## src/rtl/uart_rx.sv

```systemverilog
// UART receiver: 2-flop synchronised line, midpoint sampling, LSB-first 8-bit frames.
// Optional parity bit after the data bits when UART_RX_PARITY_EN is defined.
module uart_rx #(
  parameter int CLKS_PER_BIT = 87,
  parameter int PARITY_ODD   = 0
) (
  input  logic       i_Clock,
  input  logic       i_Reset,
  input  logic       i_Rx_Serial,
  output logic       o_Rx_DV,
  output logic [7:0] o_Rx_Byte,
  output logic       o_Rx_Active,
  output logic       o_Rx_Framing_Err,
  output logic       o_Rx_Parity_Err
);

  localparam logic [15:0] LAST_COUNT = 16'(CLKS_PER_BIT - 1);
  localparam logic [15:0] HALF_COUNT = 16'((CLKS_PER_BIT - 1) / 2);

  generate
    if (CLKS_PER_BIT < 4 || CLKS_PER_BIT > 65535 || PARITY_ODD < 0 || PARITY_ODD > 1) begin : g_bad_param
      $error("uart_rx: CLKS_PER_BIT must be 4..65535 and PARITY_ODD 0 or 1");
    end
  endgenerate

  typedef enum logic [2:0] {
    IDLE,
    START,
    DATA,
    PARITY,
    STOP,
    CLEANUP
  } state_t;

  state_t      state;
  logic        rx_meta;
  logic        rx;
  logic        rx_d;
  logic [15:0] clock_count;
  logic [2:0]  bit_index;
  logic [7:0]  shift;

`ifdef UART_RX_PARITY_EN
  localparam logic PARITY_SENSE = (PARITY_ODD != 0);
  logic parity_bad;
  logic parity_err;
  assign o_Rx_Parity_Err = parity_err;
`else
  assign o_Rx_Parity_Err = 1'b0;
`endif

  // Line reset to idle-high so the first cycle after reset cannot look like a start edge.
  always_ff @(posedge i_Clock) begin
    if (i_Reset) begin
      rx_meta <= 1'b1;
      rx      <= 1'b1;
      rx_d    <= 1'b1;
    end else begin
      // NOTE: non-blocking assignments make each flop see the previous stage's old value.
      rx_meta <= i_Rx_Serial;
      rx      <= rx_meta;
      rx_d    <= rx;
    end
  end

  always_ff @(posedge i_Clock) begin
    if (i_Reset) begin
      state            <= IDLE;
      clock_count      <= '0;
      bit_index        <= '0;
      shift            <= '0;
      o_Rx_DV          <= 1'b0;
      o_Rx_Byte        <= 8'h00;
      o_Rx_Active      <= 1'b0;
      o_Rx_Framing_Err <= 1'b0;
`ifdef UART_RX_PARITY_EN
      parity_bad       <= 1'b0;
      parity_err       <= 1'b0;
`endif
    end else begin
      case (state)
        IDLE: begin
          clock_count <= '0;
          bit_index   <= '0;
          if (!rx && rx_d) begin
            state       <= START;
            o_Rx_Active <= 1'b1;
          end
        end

        START: begin
          if (clock_count == HALF_COUNT) begin
            clock_count <= '0;
            bit_index   <= '0;
            if (!rx) begin
              state <= DATA;
            end else begin
              state       <= IDLE;
              o_Rx_Active <= 1'b0;
            end
          end else begin
            clock_count <= clock_count + 16'd1;
          end
        end

        DATA: begin
          if (clock_count == LAST_COUNT) begin
            clock_count      <= '0;
            shift[bit_index] <= rx;
            if (bit_index == 3'd7) begin
`ifdef UART_RX_PARITY_EN
              state <= PARITY;
`else
              state <= STOP;
`endif
            end else begin
              bit_index <= bit_index + 3'd1;
            end
          end else begin
            clock_count <= clock_count + 16'd1;
          end
        end

`ifdef UART_RX_PARITY_EN
        PARITY: begin
          if (clock_count == LAST_COUNT) begin
            clock_count <= '0;
            parity_bad  <= (rx != ((^shift) ^ PARITY_SENSE));
            state       <= STOP;
          end else begin
            clock_count <= clock_count + 16'd1;
          end
        end
`endif

        STOP: begin
          if (clock_count == LAST_COUNT) begin
            clock_count <= '0;
            state       <= CLEANUP;
            if (rx) begin
              o_Rx_Byte <= shift;
              o_Rx_DV   <= 1'b1;
`ifdef UART_RX_PARITY_EN
              parity_err <= parity_bad;
`endif
            end else begin
              o_Rx_Framing_Err <= 1'b1;
            end
          end else begin
            clock_count <= clock_count + 16'd1;
          end
        end

        CLEANUP: begin
          o_Rx_DV          <= 1'b0;
          o_Rx_Framing_Err <= 1'b0;
          o_Rx_Active      <= 1'b0;
`ifdef UART_RX_PARITY_EN
          parity_err       <= 1'b0;
`endif
          state            <= IDLE;
        end

        default: state <= IDLE;
      endcase
    end
  end

endmodule

```

## config.mk

```make
export PLATFORM = sky130hd
export DESIGN_NAME = uart_rx
export DESIGN_NICKNAME = d
export VERILOG_FILES = /design/src/rtl/uart_rx.sv
export SDC_FILE = /design/constraint.sdc
export NUM_CORES = 1
export LEC_CHECK = 0
export CORE_MARGIN = 10
export CORE_UTILIZATION = 52
export DETAILED_ROUTE_END_ITERATION = 10
export GPL_TIMING_DRIVEN = 0
export PLACE_DENSITY_LB_ADDON = 0.2
export SYNTH_ARGS = -nofsm -noshare
export SYNTH_HDL_FRONTEND = slang
export SYNTH_SLANG_ARGS = --single-unit
```

## constraint.sdc

```tcl
create_clock -name i_Clock -period 2 [get_ports i_Clock]
set_input_delay 0.5 -clock i_Clock [delete_from_list [all_inputs] [get_ports i_Clock]]
set_output_delay 0.5 -clock i_Clock [all_outputs]
set_load 0.005 [all_outputs]
```

* After elaboration in Yosys (flattened, before gate mapping)
Index checks and enable logic that the tools add are counted.
Word-level totals: bits in registers 44, input port bits 3, output and inout port bits 12
Cells by class: eq/ne operators 16, $add $sub $neg 2, multiplexer cells 27, order comparisons 2, reduce and logical (&&, ||, !) cells 16
Operators by type and width (number):
- case mux 16 bit (3 select lines) | 1
- two-way mux 16 bit | 2
- two-way mux 3 bit | 8
- != test 2 bit (second input constant) | 9
- adder 16 x 1 -> 16 bit (second input constant) | 1
- equality test 16 x 6 -> 1 bit (second input constant) | 1
- equality test 16 x 7 -> 1 bit (second input constant) | 1
- case mux 3 bit (4 select lines) | 1
- equality test 3 bit (second input constant) | 3
- case mux 3 bit (3 select lines) | 1
- AND reduction 3 bit | 3
- nonzero test 3 bit | 3
- bitwise mux 8 bit | 1
- two-way mux 1 bit | 8
- AND reduction 4 bit | 2
- AND reduction 5 bit | 1
- < comparator 3 x 4 -> 1 bit (second input constant) | 1
- case mux 1 bit (2 select lines) | 2
- adder 3 x 1 -> 3 bit (second input constant) | 1
- demux 1 bit (select 3 bit) | 1
- equality test 3 x 1 -> 1 bit (second input constant) | 1
- equality test 3 x 2 -> 1 bit (second input constant) | 1
- >= comparator 3 x 1 -> 1 bit (second input constant) | 1
- zero test 3 bit | 1
- other kinds (7) | 8

* Longest topological paths before layout
Gate-level depths: netlist of the first run.
depth after elaboration 5, gate-level depth with buffers 9

* Worst setup path before layout of the first run
OpenSTA, ideal clock, no wires.
path kind flip-flop to flip-flop, from reg clock_count[0], to reg bit_index[0], setup time 0.121 ns, stages on the path, launching flop included 7, path buffers 0, data arrival time 1.831 ns, setup slack 0.048 ns, clock period less this slack 1.952 ns, cells stage by stage dfxtp_1 > ha_1 > nor4bb_1 > nand4_1 > and2_1 > or3_4 > mux2_4
Between the ends: longest elaborated chain between the ends 3, elaborated cells between the ends (all ways) 5, those cells by class eq/ne: 4; reduce/logical: 1
Ends and longest elaborated chain:
- from (decl) | RTL line 39 | logic [15:0] clock_count;
- from (signal assigned) | RTL line 102 | clock_count <= clock_count + 16'd1;
- from (signal assigned) | RTL line 120 | clock_count <= clock_count + 16'd1;
- from (signal assigned) | RTL line 150 | clock_count <= clock_count + 16'd1;
- equality test 16 x 7 -> 1 bit / equality test 16 x 6 -> 1 bit (equally long branches) | RTL line 107, 92
- != test 2 bit (no line)
- AND reduction 4 bit (no line) *
- to (signal assigned) | RTL line 117 | bit_index <= bit_index + 3'd1;
- to (decl) | RTL line 40 | logic [2:0] bit_index;
Mark *: on every way between the ends. The rest lies on a longest branch, timed or not. A chain may end at the register's enable or synchronous reset.

* Worst setup path after layout of the first run
from reg clock_count[0], to reg o_Rx_Byte[5]
Between the ends: longest elaborated chain between the ends 2
Ends and longest elaborated chain:
- equality test 16 x 7 -> 1 bit | RTL line 137 | if (clock_count == LAST_COUNT) begin
- AND reduction 3 bit (no line)
- to (signal assigned) | RTL line 141 | o_Rx_Byte <= shift;
- to (decl) | RTL line 11 | output logic [7:0] o_Rx_Byte,
Every way passes these cells.

==> results of run 1 <==
placed cells by master, fill, tap and decap left out, types with 4 or more instances in the layout:
| master | n |
|---|---|
| xnor2_1 | 8 |
| nand3_1 | 5 |
| clkbuf_1 | 8 |
| mux2i_1 | 16 |
| nor3_1 | 7 |
| dfxtp_4 | 4 |
| buf_4 | 12 |
| clkdlybuf4s50_1 | 13 |
| nor2_1 | 34 |
| nand2_1 | 17 |
| nor4_1 | 8 |
| inv_1 | 8 |
| a21oi_1 | 4 |
| nand4_1 | 10 |
| a22oi_1 | 6 |
| or2_2 | 4 |
| clkbuf_8 | 7 |
| nor2b_1 | 5 |
| dfxtp_1 | 38 |
| o21ai_0 | 13 |
flip-flops by register name (all words and copies together) (netlist names):
| register | cells |
|---|---|
| clock_count | 16 |
| o_Rx_Byte | 8 |
| shift | 8 |
| bit_index | 3 |
| state | 3 |
| o_Rx_Active | 1 |
| o_Rx_DV | 1 |
| o_Rx_Framing_Err | 1 |
| rx | 1 |
| rx_d | 1 |
| rx_meta | 1 |
routing by layer:
layer  global-route usage, %  up-vias  routed length [microns]
li1                        -      943                        -
met1                   16.53      866                     2454
met2                   20.71       26                     2173
met3                   3.824        6                      217
met4                   4.790        0                       53
met5                       0        -                        0
worst max path at each step:
stage,cells past startpoint,endpoint,startpoint
floorplan,6,bit_index[0],clock_count[0]
global placement,7,clock_count[9],clock_count[0]
detailed placement,7,clock_count[10],clock_count[0]
CTS,6,bit_index[0],clock_count[9]
global route,9,o_Rx_Byte[4],clock_count[0]
finish,9,o_Rx_Byte[5],clock_count[0]
cells by family (layout without fill, tap and decap cells):
logic type	count (synthesis)	in the layout	synth area share (%)
simple gates	113	113	29.02
flops	44	44	39.91
compound gates	35	35	10.09
buf+inv	24	55	5.329
mux	19	19	8.843
xor+xnor	11	11	4.365
fa+ha+maj	4	4	2.268
other cells	1	1	0.1699
power groups by stage:
stage               Sequential [mW]  Clock [mW]  Combinational (mW)
global placement              0.933           0               0.139
detailed placement            0.934           0               0.142
floorplan                     0.928           0               0.108
global route                  0.914       0.794               0.202
CTS                           0.912       0.761               0.177
finish                        0.910       0.751               0.183
through the flow:
stage / setup TNS (ns) / hold WS (ns) / instances / total power [mW] / cell area, sq um
final: -0.002124 / 0.4374 / 332 / 1.845 / 2745
after global routing: -0.5064 / 0.4669 / 332 / 1.910 / 2745
after CTS: 0 / 0.4382 / 328 / 1.850 / 2660
after detailed placement: -4.087 / 0.4165 / 314 / 1.075 / 2400
after global placement: -3.506 / 0.4017 / 314 / 1.073 / 2400
after floorplan: 0 / 0.3895 / 251 / 1.036 / 2207
timing repair:
action	CTS	global route
cloned	0	1
setup endpoints to repair	26	24
buffers inserted	6	5
gates resized for setup	21	15
pin swaps	7	7
layout make-up:
| type | count | share of cell area (%) |
|---|---|---|
| multi-input combinational | 183 | 47.40 |
| sequential | 44 | 32.73 |
| timing repair buffer | 25 | 8.660 |
| clock buffer | 7 | 3.510 |
| buffer | 13 | 3.008 |
| clock inverter | 1 | 1.094 |
| tap | 50 | 2.279 |
| inverter | 9 | 1.322 |
worst max-delay path: stages (launching register included):
cell	delay, ns
dfxtp_4	0.36
inv_4	0.05
ha_4	0.12
and4bb_2	0.27
and4_4	0.27
buf_8	0.12
and4_4	0.27
clkbuf_16	0.15
mux2i_1	0.20
nor2_1	0.05
==> run metrics, run 1 <==
initial drt markers=137; ys flop type=dfxtp_1; antenna cells=0; worst path required time=2.17 ns; Fin. Hold Viols=0; drt first pass iters=4; starting density of the core=54.39%; Core Region=0.004058 sq mm; Pleak=0.9917 nW; Core Util, Final=67.65%; worst r2r src=clock_count[0]; Synth cell types=45; Net Count, Synth=258; Combinational Power Share=9.9%; Register Area=898.4 sq um; clock root buffer=clkbuf_8; clock share of power=40.7%; gr usage total=13.14%; critical path class=reg2reg; cts-stage hold buffer count=0; Max VDD drop=0.5846 mV; first-pass GRT wire length=8.100 mm; clock-pin slew on the worst setup and hold paths=0.08 ns; die area=0.007251 sq mm; post-route ant nets=0; FFs w/ async S/R, synth=0%; largest net degree at the start of global routing=14; Internal=1.413 mW; CP Max Fanout=5; average wire per standard cell=14.75 microns; DR vias=1841; Synth warnings=0; Port Buffers=13; WHS Endpoint=rx; status=complete, but fails checks; post-synth top area cell=dfxtp_1; final period utilization=100.1%; top-area cell type share of the netlist area=39.91%; Setup WS post-layout=-0.002124 ns; min Tclk post-route=2.002 ns; Rel. slew slack=64.76%; Cell Pwr Density=672.0 mW/mm^2; Ports=15; Die H=85.15 microns; Synth Instances=251; top post-synthesis cells by count=44 x dfxtp_1, 35 x nor2_1, 18 x mux2i_1; TritonCTS Buffers=5; Synth area leaders=dfxtp_1 40%, mux2i_1 8.2%, nor2_1 6.0%; initial antenna violation count=0; FF+latch count, synth=44; WL final=4.898 mm; Seq/Total Area, Yosys=39.91%; area of the multi-input gates=0.001301 sq mm; Worst-Skew Late Latency=0.30 ns; vias in the first global route=1771; worst hold stages=1; reg2reg setup slack=-0.002 ns; type of origin of the critical path=flop; CTS tree=built; HP Start=rx_meta; R2R cell count=9; Switch Pwr=431.3 uW; routability cong.=0.8410; Max Cap Viol=0; Tightest Pin Transition=0.5286 ns; reg2reg end=o_Rx_Byte[5]; Sw Share=23.38%; final setup violation count=1; HPWL Detailed=3.182 mm; Worst setup EP type=flop; Site Rows=23; Via density=5.545; skew final=0.004253 ns; grt total ovfl=0; clock sinks=44; top-count cell post-synth=dfxtp_1; maximum clock rate=0.4995 GHz; Final Max Tran Viols=0; DRC viols=0; clk buf depth=2; share of layout cells above drive strength 1=20.57%; failing checks=negative setup slack; Seq pwr share=49.3%; Arrival @ worst endpoint=2.18 ns; Die X=85.15 microns; Post-synth EDFFs=0; Post-Syn Area=0.002207 sq mm; Hold Crit Class=reg2reg; Layout area overhead=24.38%; Nets=288; pre-CTS setup slack=-0.2755 ns; H-tree lvl count=2; fillers=328; RSZ-0062 raised after global routing=yes; syn_area_per_cell=8.793 sq um
Note: power is estimated with default switching activity, not from simulation.
==> inputs of run 2 (changes only) <==
--- a/config.mk
+++ b/config.mk
@@ -5,6 +5,7 @@
 export SDC_FILE = /design/constraint.sdc
 export NUM_CORES = 1
 export LEC_CHECK = 0
+export CORE_ASPECT_RATIO = 1.2
 export CORE_MARGIN = 10
 export CORE_UTILIZATION = 52
 export DETAILED_ROUTE_END_ITERATION = 10
==> run 2 against run 1 <==
Compared with the run above: the flow still finishes with violations (negative setup slack); sequential share of layout area increased by 0.33 points; sequential power increased by 0.4%; via count is 0.33% higher; sequential cell count stayed put.
==> run metrics, run 2 (synthesis results as in run 1) <==
initial antenna violation count=0; GR Layer Usage met1=14.19%; share of layout cells above drive strength 1=18.15%; HPWL Detailed=3.084 mm; Site Rows=25; Die H=91.37 microns; DRC viols=0; status=complete, but fails checks; CTS tree=built; clk buf depth=2; M3 GR Usage=3.550%; initial drt markers=108; min Tclk post-route=2.016 ns; skew final=0.01422 ns; Layout area overhead=22.11%; Pleak=0.9709 nW; drt first pass iters=5; worst r2r src=clock_count[0]; Via density=5.513; number of flip-flops in the largest register=16; DR vias=1847; worst path required time=2.20 ns; reg2reg end=bit_index[0]; failing checks=negative setup slack; Die X=79.48 microns; Max VDD drop=0.4100 mV; Fin. Hold Viols=0; WHS Endpoint=rx; routability cong.=0.8366; Worst setup EP type=flop; Tightest Pin Transition=0.5364 ns; maximum clock rate=0.4959 GHz; clock sinks=44; Layout Cells excl Fill=335; clock root buffer=clkbuf_8; WL final=4.689 mm; first-pass GRT wire length=7.728 mm; Port Buffers=13; Post-Place Cells=318; TritonCTS Buffers=5; Arrival @ worst endpoint=2.22 ns; most frequent cells in the layout=40 x dfxtp_1, 34 x nor2_1, 18 x mux2i_1; gr usage total=12.81%; vias in the first global route=1717; largest net degree at the start of global routing=16; Ports=15; R2R cell count=7; Core Region=0.004035 sq mm; Cell Pwr Density=665.5 mW/mm^2; clock-pin slew on the worst setup and hold paths=0.09 ns; final setup violation count=1; starting density of the core=54.70%; Reg with most FFs=clock_count; post-place instance area=0.002405 sq mm; HP Start=rx_meta; grt total ovfl=0; die area=0.007262 sq mm; RSZ-0062 raised after global routing=yes; GR peak layer=met2; M2 GR Usage=22.43%; reg2reg setup slack=-0.02 ns; antenna cells=0; Worst-Skew Late Latency=0.30 ns; Max Cap Viol=0; Final Max Tran Viols=0; Hold Crit Class=reg2reg; Rel. slew slack=64.24%; CP Max Fanout=5; post-route ant nets=0; Nets=287; type of origin of the critical path=flop; average wire per standard cell=14.00 microns; Setup WS post-layout=-0.01634 ns; cts-stage hold buffer count=0; final period utilization=100.8%; H-tree lvl count=2; commonest non-fill, non-tap cell in the layout=dfxtp_1; post-layout instance area=0.002695 sq mm; top flop regs=clock_count: 16 flops, o_Rx_Byte: 8 flops, shift: 8 flops; fillers=334; worst hold stages=1; critical path class=reg2reg
==> run 2: cell types whose count changed in the layout (fill, tap and decap cells not counted), moves of 2 or more <==
cell      previous run  this run
clkbuf_8             7         5
dfxtp_4              4         2
mux2i_2              2         0
buf_4               12        10
dfxtp_1             38        40
mux2i_1             16        18
==> run 2: where the power goes <==
part / switching (mW) / internal (mW) / leakage (nW)
clock: 0.325 / 0.376 / 0.0548
sequential: 0.0200 / 0.894 / 0.358
combinational: 0.0973 / 0.0807 / 0.558
total: 0.443 / 1.35 / 0.971
==> run 2: final cells by class <==
class                   count  area [sq um]  share of cell area, %
repair buffers             23         222.7                  8.264
plain buffers              14         88.84                  3.296
inverters                   9         33.78                  1.253
multi-input cells         183          1276                  47.35
flip-flops and latches     44         890.9                  33.05
clock buffers               5         68.82                  2.553
well taps                  54         67.56                  2.507
clock inverters             3         46.29                  1.718
==> run 2: worst max-delay path by stage <==
stage / from / to / cells past startpoint
after CTS: clock_count[0] / bit_index[0] / 7
final: clock_count[0] / bit_index[0] / 7
after detailed placement: i_Reset / clock_count[7] / 5
after floorplan: clock_count[0] / bit_index[0] / 6
after global placement: i_Reset / clock_count[10] / 5
after global routing: clock_count[0] / bit_index[0] / 7
==> run 2: timing repair <==
item                                    4_1_cts  5_1_grt
pin swaps                                     2        7
cloned                                        0        1
resized for setup                            10       16
buffers inserted                              2        7
endpoints found under the setup margin       21       22
==> run 2: stage by stage <==
stage                     util [%]  TNS (ns)  setup slack (ns)  total power [mW]  hold slack, ns
final                        66.79  -0.01634          -0.01634             1.794          0.4201
after detailed placement     59.60    -3.320           -0.2390             1.072          0.3980
after global placement       59.60    -2.550           -0.2082             1.072          0.3909
after CTS                    63.69  -0.01749          -0.01749             1.783          0.4214
after global routing         66.79   -0.5298          -0.06727             1.870          0.4577
after floorplan                  -         0           0.04784             1.036          0.3895
==> run 2: routing by layer <==
| metal | vias up | wire length, microns | share of wire, % |
|---|---|---|---|
| met2 | 25 | 2406 | 51 |
| met3 | 5 | 183 | 3.9 |
| li1 | 945 | - | - |
| met4 | 0 | 59 | 1.3 |
| met1 | 872 | 2039 | 43 |
| met5 | - | 0 | 0 |
==> run 2: critical path, stage by stage, from the launching register on <==
cell	delay [ns]
dfxtp_4	0.37
inv_2	0.06
ha_4	0.11
and4bb_2	0.26
nand4_4	0.12
o31a_1	0.31
or3_4	0.38
mux2_4	0.30
==> inputs of run 3 (changes only) <==
--- a/config.mk
+++ b/config.mk
@@ -11,6 +11,7 @@
 export DETAILED_ROUTE_END_ITERATION = 10
 export GPL_TIMING_DRIVEN = 0
 export PLACE_DENSITY_LB_ADDON = 0.2
+export RECOVER_POWER = 25
 export SYNTH_ARGS = -nofsm -noshare
 export SYNTH_HDL_FRONTEND = slang
 export SYNTH_SLANG_ARGS = --single-unit
==> run 3 against run 2 <==
Compared with the run above: the run still ends with negative setup slack left; power about the same; clock power about the same; count of clock-buffer cells in the layout is the same; hold slack about the same; setup slack improved by 0.0028 ns; critical path depth unchanged; first-iteration DRC count grew 3.7%; core utilization unchanged; highest routed layer unchanged.
==> run metrics, run 3 (synthesis results as in run 1) <==
status=complete, but fails checks; failing checks=negative setup slack; Hold Crit Class=reg2reg; clk buf depth=2; initial drt markers=112; first-pass GRT wire length=7.728 mm; commonest non-fill, non-tap cell in the layout=dfxtp_1; Site Rows=25; clock sinks=44; critical path class=reg2reg; skew final=0.01387 ns; Final Max Tran Viols=0; Pleak=1.010 nW; Cell Pwr Density=665.2 mW/mm^2; post-route ant nets=0; routability cong.=0.8366; drt first pass iters=5; gr usage total=12.81%; average wire per standard cell=13.95 microns; DR vias=1835; type of origin of the critical path=flop; maximum clock rate=0.4966 GHz; die area=0.007262 sq mm; Via density=5.478; HPWL Detailed=3.084 mm; CTS tree=built; Setup WS post-layout=-0.01350 ns; Max VDD drop=0.4097 mV; Port Buffers=13; top flop regs=clock_count: 16 flops, o_Rx_Byte: 8 flops, shift: 8 flops; pre-CTS setup slack=-0.2390 ns; vias in the first global route=1717; Post-Place Cells=318; Worst setup EP type=flop; Tightest Pin Transition=0.5522 ns; total power=1.793 mW; final period utilization=100.7%; clock-pin slew on the worst setup and hold paths=0.09 ns; Die X=79.48 microns; WL final=4.672 mm; Fin. Hold Viols=0; number of flip-flops in the largest register=16; CP Max Fanout=5; Min Hold Slack=0.4201 ns; Max Cap Viol=0; final setup violation count=1; grt total ovfl=0; largest net degree at the start of global routing=16; share of layout cells above drive strength 1=18.15%; most frequent cells in the layout=40 x dfxtp_1, 34 x nor2_1, 18 x mux2i_1; Rel. slew slack=63.19%; Die H=91.37 microns; RSZ-0062 raised after global routing=yes; Arrival @ worst endpoint=2.22 ns; TritonCTS Buffers=5; Reg with most FFs=clock_count; H-tree lvl count=2; worst path required time=2.20 ns; Layout area overhead=22.11%; initial antenna violation count=0; clock root buffer=clkbuf_8; Ports=15; min Tclk post-route=2.013 ns; Layout Cells excl Fill=335; Core Region=0.004035 sq mm; DRC viols=0; starting density of the core=54.70%; cts-stage hold buffer count=0; Nets=287; antenna cells=0; Worst-Skew Late Latency=0.30 ns
## run 3: cell count changes in the layout (fill, tap and decap cells not counted)
cell / before / now
clkdlybuf4s50_1: 13 / 1
dlygate4sd3_1: 0 / 12
## run 3: cell type report
class / count / area [sq um]
Sequential cell: 44 / 890.9
Tap cell: 54 / 67.56
Fill cell: 334 / 1340
Multi-Input combinational cell: 183 / 1276
Timing Repair Buffer: 23 / 222.7
Clock inverter: 3 / 46.29
Inverter: 9 / 33.78
Clock buffer: 5 / 68.82
Buffer: 14 / 88.84
## run 3: metrics by stage
step	area (sq um)	util, %	setup TNS (ns)
global placement	2405	59.60	-2.550
CTS	2570	63.69	-0.01749
finish	2695	66.79	-0.01350
global route	2695	66.79	-0.5298
detailed placement	2405	59.60	-3.320
floorplan	2207	-	0
## run 3: layer usage
metal  part of all wire, %  vias up  global-route usage, %
li1                      -      944                      -
met1                    43      860                  14.19
met2                    52       26                  22.43
met3                   3.9        5                  3.550
met4                   1.3        0                  4.641
met5                     0        -                      0
## run 3: critical path, cell delays in order (launching register included)
cell      delay, ns
dfxtp_4        0.37
inv_2          0.06
ha_4           0.11
and4bb_2       0.26
nand4_4        0.12
o31a_1         0.30
or3_4          0.38
mux2_4         0.30
## run 3: final timing paths
| check | start | end | slack [ns] | cells past startpoint |
|---|---|---|---|---|
| worst max-delay path | clock_count[0] | bit_index[0] | -0.01 | 7 |
| worst min-delay path | rx_meta | rx | 0.42 | 1 |
| worst max register to register | clock_count[0] | bit_index[0] | -0.01 | 7 |
| worst min register to register | rx_meta | rx | 0.42 | 1 |
## run 3: power breakdown
| group | total, mW | switching [mW] | internal, mW |
|---|---|---|---|
| Combinational | 0.178 | 0.0977 | 0.0798 |
| Sequential | 0.914 | 0.0197 | 0.894 |
| Clock | 0.702 | 0.325 | 0.376 |
| Total | 1.79 | 0.443 | 1.35 |
## run 3: repair_timing
item                       in CTS  in global routing
buffers inserted                2                  7
gates resized for setup        10                 16
setup endpoints to repair      21                 22
pin swaps                       2                  7
cloned                          0                  1
